**config.mk**
```make
export PLATFORM = sky130hd
export DESIGN_NAME = fpu_req_sequencer
export DESIGN_NICKNAME = d
export VERILOG_FILES = /design/src/rtl/fpu_req_sequencer.sv
export SDC_FILE = /design/constraint.sdc
export NUM_CORES = 1
export LEC_CHECK = 0
export ABC_CLOCK_PERIOD_IN_PS = 11100
export CORE_MARGIN = 2
export CORE_UTILIZATION = 38
export CTS_BUF_LIST = sky130_fd_sc_hd__clkbuf_8
export CTS_CLUSTER_DIAMETER = 60
export DETAILED_ROUTE_END_ITERATION = 16
export PLACE_DENSITY = 0.64
export SLEW_MARGIN = 5
export SYNTH_ARGS = -nofsm -noshare
export SYNTH_HDL_FRONTEND = slang
export SYNTH_SLANG_ARGS = --single-unit
```
**constraint.sdc**
```tcl
create_clock -name clk -period 11.1 [get_ports clk]
set_input_delay 1.11 -clock clk [delete_from_list [all_inputs] [get_ports clk]]
set_output_delay 1.11 -clock clk [all_outputs]
set_load 0.03 [all_outputs]
```
**src/rtl/fpu_req_sequencer.sv**
```systemverilog
// Command sequencer for the FPU start/ready protocol: buffers host commands,
// issues them one at a time and returns each result with its latency.
module fpu_req_sequencer #(
  parameter int REG_SIZE  = 32,
  parameter int OP_BITS   = 2,
  parameter int DEPTH     = 4,
  parameter int START_LEN = 4,
  parameter int TIMEOUT   = 62
) (
  input  logic                clk,
  input  logic                rst,
  input  logic                cmd_valid,
  output logic                cmd_ready,
  input  logic [OP_BITS-1:0]  cmd_op,
  input  logic [REG_SIZE-1:0] cmd_a,
  input  logic [REG_SIZE-1:0] cmd_b,
  output logic                rsp_valid,
  input  logic                rsp_ready,
  output logic [OP_BITS-1:0]  rsp_op,
  output logic [REG_SIZE-1:0] rsp_a,
  output logic [REG_SIZE-1:0] rsp_b,
  output logic [REG_SIZE-1:0] rsp_res,
  output logic [5:0]          rsp_cycles,
  output logic                rsp_timeout,
  output logic                fpu_start,
  output logic [OP_BITS-1:0]  fpu_op,
  output logic [REG_SIZE-1:0] fpu_a,
  output logic [REG_SIZE-1:0] fpu_b,
  input  logic [REG_SIZE-1:0] fpu_res,
  input  logic                fpu_ready,
  output logic                busy
);

  localparam int PTR_W = $clog2(DEPTH);

  typedef enum logic [1:0] {IDLE, START, WAIT, DONE} state_t;

  state_t state, state_next;

  logic [OP_BITS-1:0]  fifo_op [DEPTH];
  logic [REG_SIZE-1:0] fifo_a  [DEPTH];
  logic [REG_SIZE-1:0] fifo_b  [DEPTH];
  logic [PTR_W-1:0]    wr_ptr, rd_ptr;
  logic [PTR_W:0]      count;
  logic                full, empty, push, pop;

  logic [5:0]          cnt, cnt_next, cnt_inc;
  logic                to_flag, to_next;
  logic                ready_q, ready_edge;
  logic [REG_SIZE-1:0] iss_b_raw;

  assign full      = (count == (PTR_W+1)'(DEPTH));
  assign empty     = (count == '0);
  assign cmd_ready = !full;
  assign push      = cmd_valid && !full;
  // Issue only once the response slot is free or is being drained this cycle.
  assign pop       = (state == IDLE) && !empty && (!rsp_valid || rsp_ready);

  assign ready_edge = fpu_ready && !ready_q;
  assign cnt_inc    = (cnt == 6'd63) ? cnt : cnt + 6'd1;
  assign fpu_start  = (state == START);
  assign busy       = (state != IDLE) || !empty;

  always_ff @(posedge clk) begin
    if (push) begin
      fifo_op[wr_ptr] <= cmd_op;
      fifo_a[wr_ptr]  <= cmd_a;
      fifo_b[wr_ptr]  <= cmd_b;
    end
  end

  always_ff @(posedge clk or posedge rst) begin
    if (rst) begin
      wr_ptr <= '0;
      rd_ptr <= '0;
      count  <= '0;
    end else begin
      if (push) wr_ptr <= wr_ptr + 1'b1;
      if (pop)  rd_ptr <= rd_ptr + 1'b1;
      if (push && !pop)      count <= count + 1'b1;
      else if (!push && pop) count <= count - 1'b1;
    end
  end

  always_ff @(posedge clk or posedge rst) begin
    if (rst) begin
      state   <= IDLE;
      cnt     <= '0;
      to_flag <= 1'b0;
      ready_q <= 1'b0;
    end else begin
      state   <= state_next;
      cnt     <= cnt_next;
      to_flag <= to_next;
      ready_q <= fpu_ready;
    end
  end

  // The counter holds on the cycle that leaves WAIT, so it reports the edge cycle.
  always_comb begin
    state_next = state;
    cnt_next   = cnt;
    to_next    = to_flag;
    case (state)
      IDLE: begin
        if (pop) begin
          state_next = START;
          cnt_next   = '0;
          to_next    = 1'b0;
        end
      end
      START: begin
        cnt_next = cnt_inc;
        if (cnt == 6'(START_LEN - 1)) state_next = WAIT;
      end
      WAIT: begin
        if (ready_edge) begin
          state_next = DONE;
        end else if (cnt >= 6'(TIMEOUT)) begin
          state_next = DONE;
          to_next    = 1'b1;
        end else begin
          cnt_next = cnt_inc;
        end
      end
      DONE: state_next = IDLE;
      default: state_next = IDLE;
    endcase
  end

  always_ff @(posedge clk or posedge rst) begin
    if (rst) begin
      fpu_op    <= '0;
      fpu_a     <= '0;
      fpu_b     <= '0;
      iss_b_raw <= '0;
    end else if (pop) begin
      fpu_op    <= fifo_op[rd_ptr];
      fpu_a     <= fifo_a[rd_ptr];
      fpu_b     <= fifo_op[rd_ptr][0] ? '0 : fifo_b[rd_ptr];
      iss_b_raw <= fifo_b[rd_ptr];
    end
  end

  always_ff @(posedge clk or posedge rst) begin
    if (rst) begin
      rsp_valid   <= 1'b0;
      rsp_op      <= '0;
      rsp_a       <= '0;
      rsp_b       <= '0;
      rsp_res     <= '0;
      rsp_cycles  <= '0;
      rsp_timeout <= 1'b0;
    end else if (state == DONE) begin
      rsp_valid   <= 1'b1;
      rsp_op      <= fpu_op;
      rsp_a       <= fpu_a;
      rsp_b       <= iss_b_raw;
      rsp_res     <= to_flag ? '0 : fpu_res;
      rsp_cycles  <= cnt;
      rsp_timeout <= to_flag;
    end else if (rsp_ready) begin
      rsp_valid   <= 1'b0;
    end
  end

endmodule

```
==> results.json <==
{
  "outcome": "completed",
  "ys_ff_latch": 485,
  "synthesis.nets": 1233,
  "power.total_mw": 4.06,
  "worst_hold_path_type": "reg2reg",
  "drc": 0,
  "p_leak_nw": 9.36,
  "post-synth-top-area-cell": "edfxtp_1",
  "die_h_um": 222,
  "setup_tns_ps": 0,
  "syn-mean-instance-area_um2": 16.2,
  "die_w_um": 222,
  "cts_hold_buf": 0,
  "critPathMaxStageDelay_ps": 780,
  "r2r_slack_ps": 7820,
  "powerDensity_nw_per_um2": 175,
  "io_buffers": 277,
  "grtUsageMet1_pct": 20.4,
  "arrival_ps": 4110,
  "syn-instance-count": 1118,
  "cp_cell_sequence": "clkdlybuf4s50_1 -> nor2b_1 -> nor2_1 -> and2_4 -> inv_4 -> ha_1 -> inv_1 -> fa_1 -> mux2_2",
  "grt.busiest_layer": "met2",
  "post-route-util_pct": 49.5,
  "cts.repair.resized": 0,
  "hold_viol_final": 0,
  "area_delta_synth_final_pct": 27.9,
  "dp_hpwl_um": 23500,
  "maxSlewHeadroom_pct": 24.8,
  "ir_worst_vdd_mv": 0.0953,
  "worstSetupEndpointType": "register",
  "h-tree-depth": 3,
  "crit_family": "simple AND/OR/NAND/NOR gates",
  "cp.required_ps": 11630,
  "viasPerCell": 4.83,
  "fp-row-count": 79,
  "cts_tree": "done",
  "core_area_um2": 46800,
  "slowest_stage": "and2_4",
  "async_reset_ff_share_pct": 45.6,
  "postRouteAntennaNets": 0,
  "finalNetCount": 1550,
  "holdPathStages": 2,
  "finalMaxSlewViolations": 0,
  "gr-usage-met3_pct": 4.81,
  "final.setup_skew_ps": 17.9,
  "rsz0062_at_grt": "no",
  "ys_warn_count": 0,
  "root_buffer": "clkbuf_8",
  "worst_setup_path_start_kind": "input pin",
  "worstHoldStart": "iss_b_raw[16]",
  "drive_gt1_share_pct": 18.4,
  "clock_sinks": 485,
  "drtIter0Drc": 566,
  "io-pin-count": 278,
  "timing.final.crit_share_pct": 32.2,
  "maxCapViolations": 0,
  "setup_violations": 0,
  "hold_ws_ps": 467,
  "vias": 10191,
  "numCtsBuffers": 80,
  "r2r_end": "count[1]",
  "yosysSeqAreaShare_pct": 74.4,
  "fin_crit_ps": 3570,
  "rr_startpoint": "state[0]",
  "syn_area_um2": 18100,
  "postCtsSetupRepairBufs": 0,
  "min_to": "iss_b_raw[16]",
  "reg2regPathDepth": 8,
  "netlist_top_cells_area": "edfxtp_1, dfrtp_1, mux4_2",
  "place_area_um2": 21500,
  "antenna_found_initial": 2,
  "path_class": "in2reg",
  "yosys.cell_types.count": 41,
  "drt-pass1-iter-count": 4,
  "dieArea_um2": 49400,
  "max_freq_mhz": 280,
  "synth_edf_count": 264,
  "crit_buf_inv": 3,
  "routabilityCongestion": 0.753,
  "worst_pin_slew_ps": 1120,
  "met2_usage_pct": 26.6,
  "avgRoutedWirePerCell_um": 18.6,
  "synthFlopType": "edfxtp_1",
  "grt_pass1_wl_um": 61400,
  "grt_max_degree": 80,
  "initial_core_util_pct": 38.7,
  "grt_use_total_pct": 16.2,
  "crit_fanout": 69,
  "synth_top_cell_area_share_pct": 43.8,
  "cts_max_path_buffers": 3,
  "finalInstanceArea_um2": 23100,
  "clkTransAtPathRegs_ps": 60,
  "clk-insertion-delay-late_ps": 660,
  "grt_overflow": 0,
  "wl_um": 39200,
  "grt_pass1_vias": 10739
}
-- power breakdown --
group,internal [mW],switching (mW),total (mW)
sequential,2.13,0.0429,2.17
combinational,0.112,0.203,0.315
clock,0.877,0.697,1.57
-- how the worst max path moves through the flow --
stage,startpoint,to,cells past startpoint
6_report,rsp_ready,count[1],9
5_1_grt,rsp_ready,count[1],9
4_1_cts,rsp_ready,count[1],9
3_5_place_dp,rsp_ready,count[1],9
3_3_place_gp,rsp_ready,count[1],9
2_1_floorplan,rst,cnt[0],1
-- stage by stage --
| step | worst slack (ps) | instances |
|---|---|---|
| 6_report | 7530 | 2111 |
| 5_1_grt | 7380 | 2109 |
| 4_1_cts | 7540 | 2108 |
| 3_5_place_dp | 6800 | 1960 |
| 3_3_place_gp | 6840 | 1960 |
| 2_1_floorplan | 3940 | 1118 |
-- cells by family (layout without fill, tap and decap cells) --
logic type,count (synthesis),in the layout,share of synthesized area (%)
buf+inv,93,476,2.42
fa+ha+maj,12,12,0.871
compound gates,83,83,2.60
mux,141,141,12.9
other cells,0,3,0
simple gates,298,298,6.57
xor+xnor,6,6,0.290
flops,485,485,74.4
-- registers in the layout, summed over array words and instances, names as in the netlist, 3 cells and up --
| register | flops |
|---|---|
| fifo_a | 128 |
| rsp_b | 32 |
| fpu_b | 32 |
| fifo_b | 128 |
| rsp_res | 32 |
| rsp_a | 32 |
| fpu_a | 32 |
| cnt | 6 |
| fifo_op | 8 |
| count | 3 |
| rsp_cycles | 6 |
| iss_b_raw | 32 |
-- worst register-to-register path, cell delays in order (launching register included) --
cell and delay, ps:
dfrtp_1 420, inv_1 120, ha_1 250, and2_4 810, inv_4 460, ha_1 370
inv_1 70, fa_1 400, mux2_2 270
-- cell usage after synthesis, drive strengths merged (3+ instances only) --
master  count
a22o        8
a31oi       4
and3        5
buf        44
clkbuf      8
dfrtp     221
edfxtp    264
ha         11
inv        41
mux2       74
mux4       66
nand2     269
nand3       5
nor2        6
nor2b       3
nor3        3
o21ai      62
o31ai       3
xnor2       4
-- cells in the final DEF, fill, tap and decap left out, drive strengths merged, types with 4 or more instances in the layout --
| master | netlist | layout |
|---|---|---|
| o21ai | 62 | 62 |
| ha | 11 | 11 |
| nand3 | 5 | 5 |
| mux2 | 74 | 74 |
| mux4 | 66 | 66 |
| clkinv | 0 | 7 |
| and3 | 5 | 5 |
| clkinvlp | 0 | 4 |
| edfxtp | 264 | 264 |
| clkdlybuf4s50 | 0 | 277 |
| inv | 41 | 76 |
| nand2 | 269 | 269 |
| a22o | 8 | 8 |
| buf | 44 | 10 |
| nor2 | 6 | 6 |
| clkbuf | 8 | 99 |
| dfrtp | 221 | 221 |
| a31oi | 4 | 4 |
| xnor2 | 4 | 4 |
-- layer usage --
layer	part of all wire, %	routed length, um
met1	42	16700
met2	49	19200
met3	6.4	2520
met4	2.0	787
met5	0.041	16
-- layout make-up --
class,instances,area [um^2]
Tap cell,607,759
Fill cell,4020,23600
Clock buffer,99,1360
Timing Repair Buffer,287,2850
Inverter,41,164
Multi-Input combinational cell,540,4240
Sequential cell,485,13500
Clock inverter,49,297
Antenna cell,3,7.51
Power figures use the tool's default switching activity.
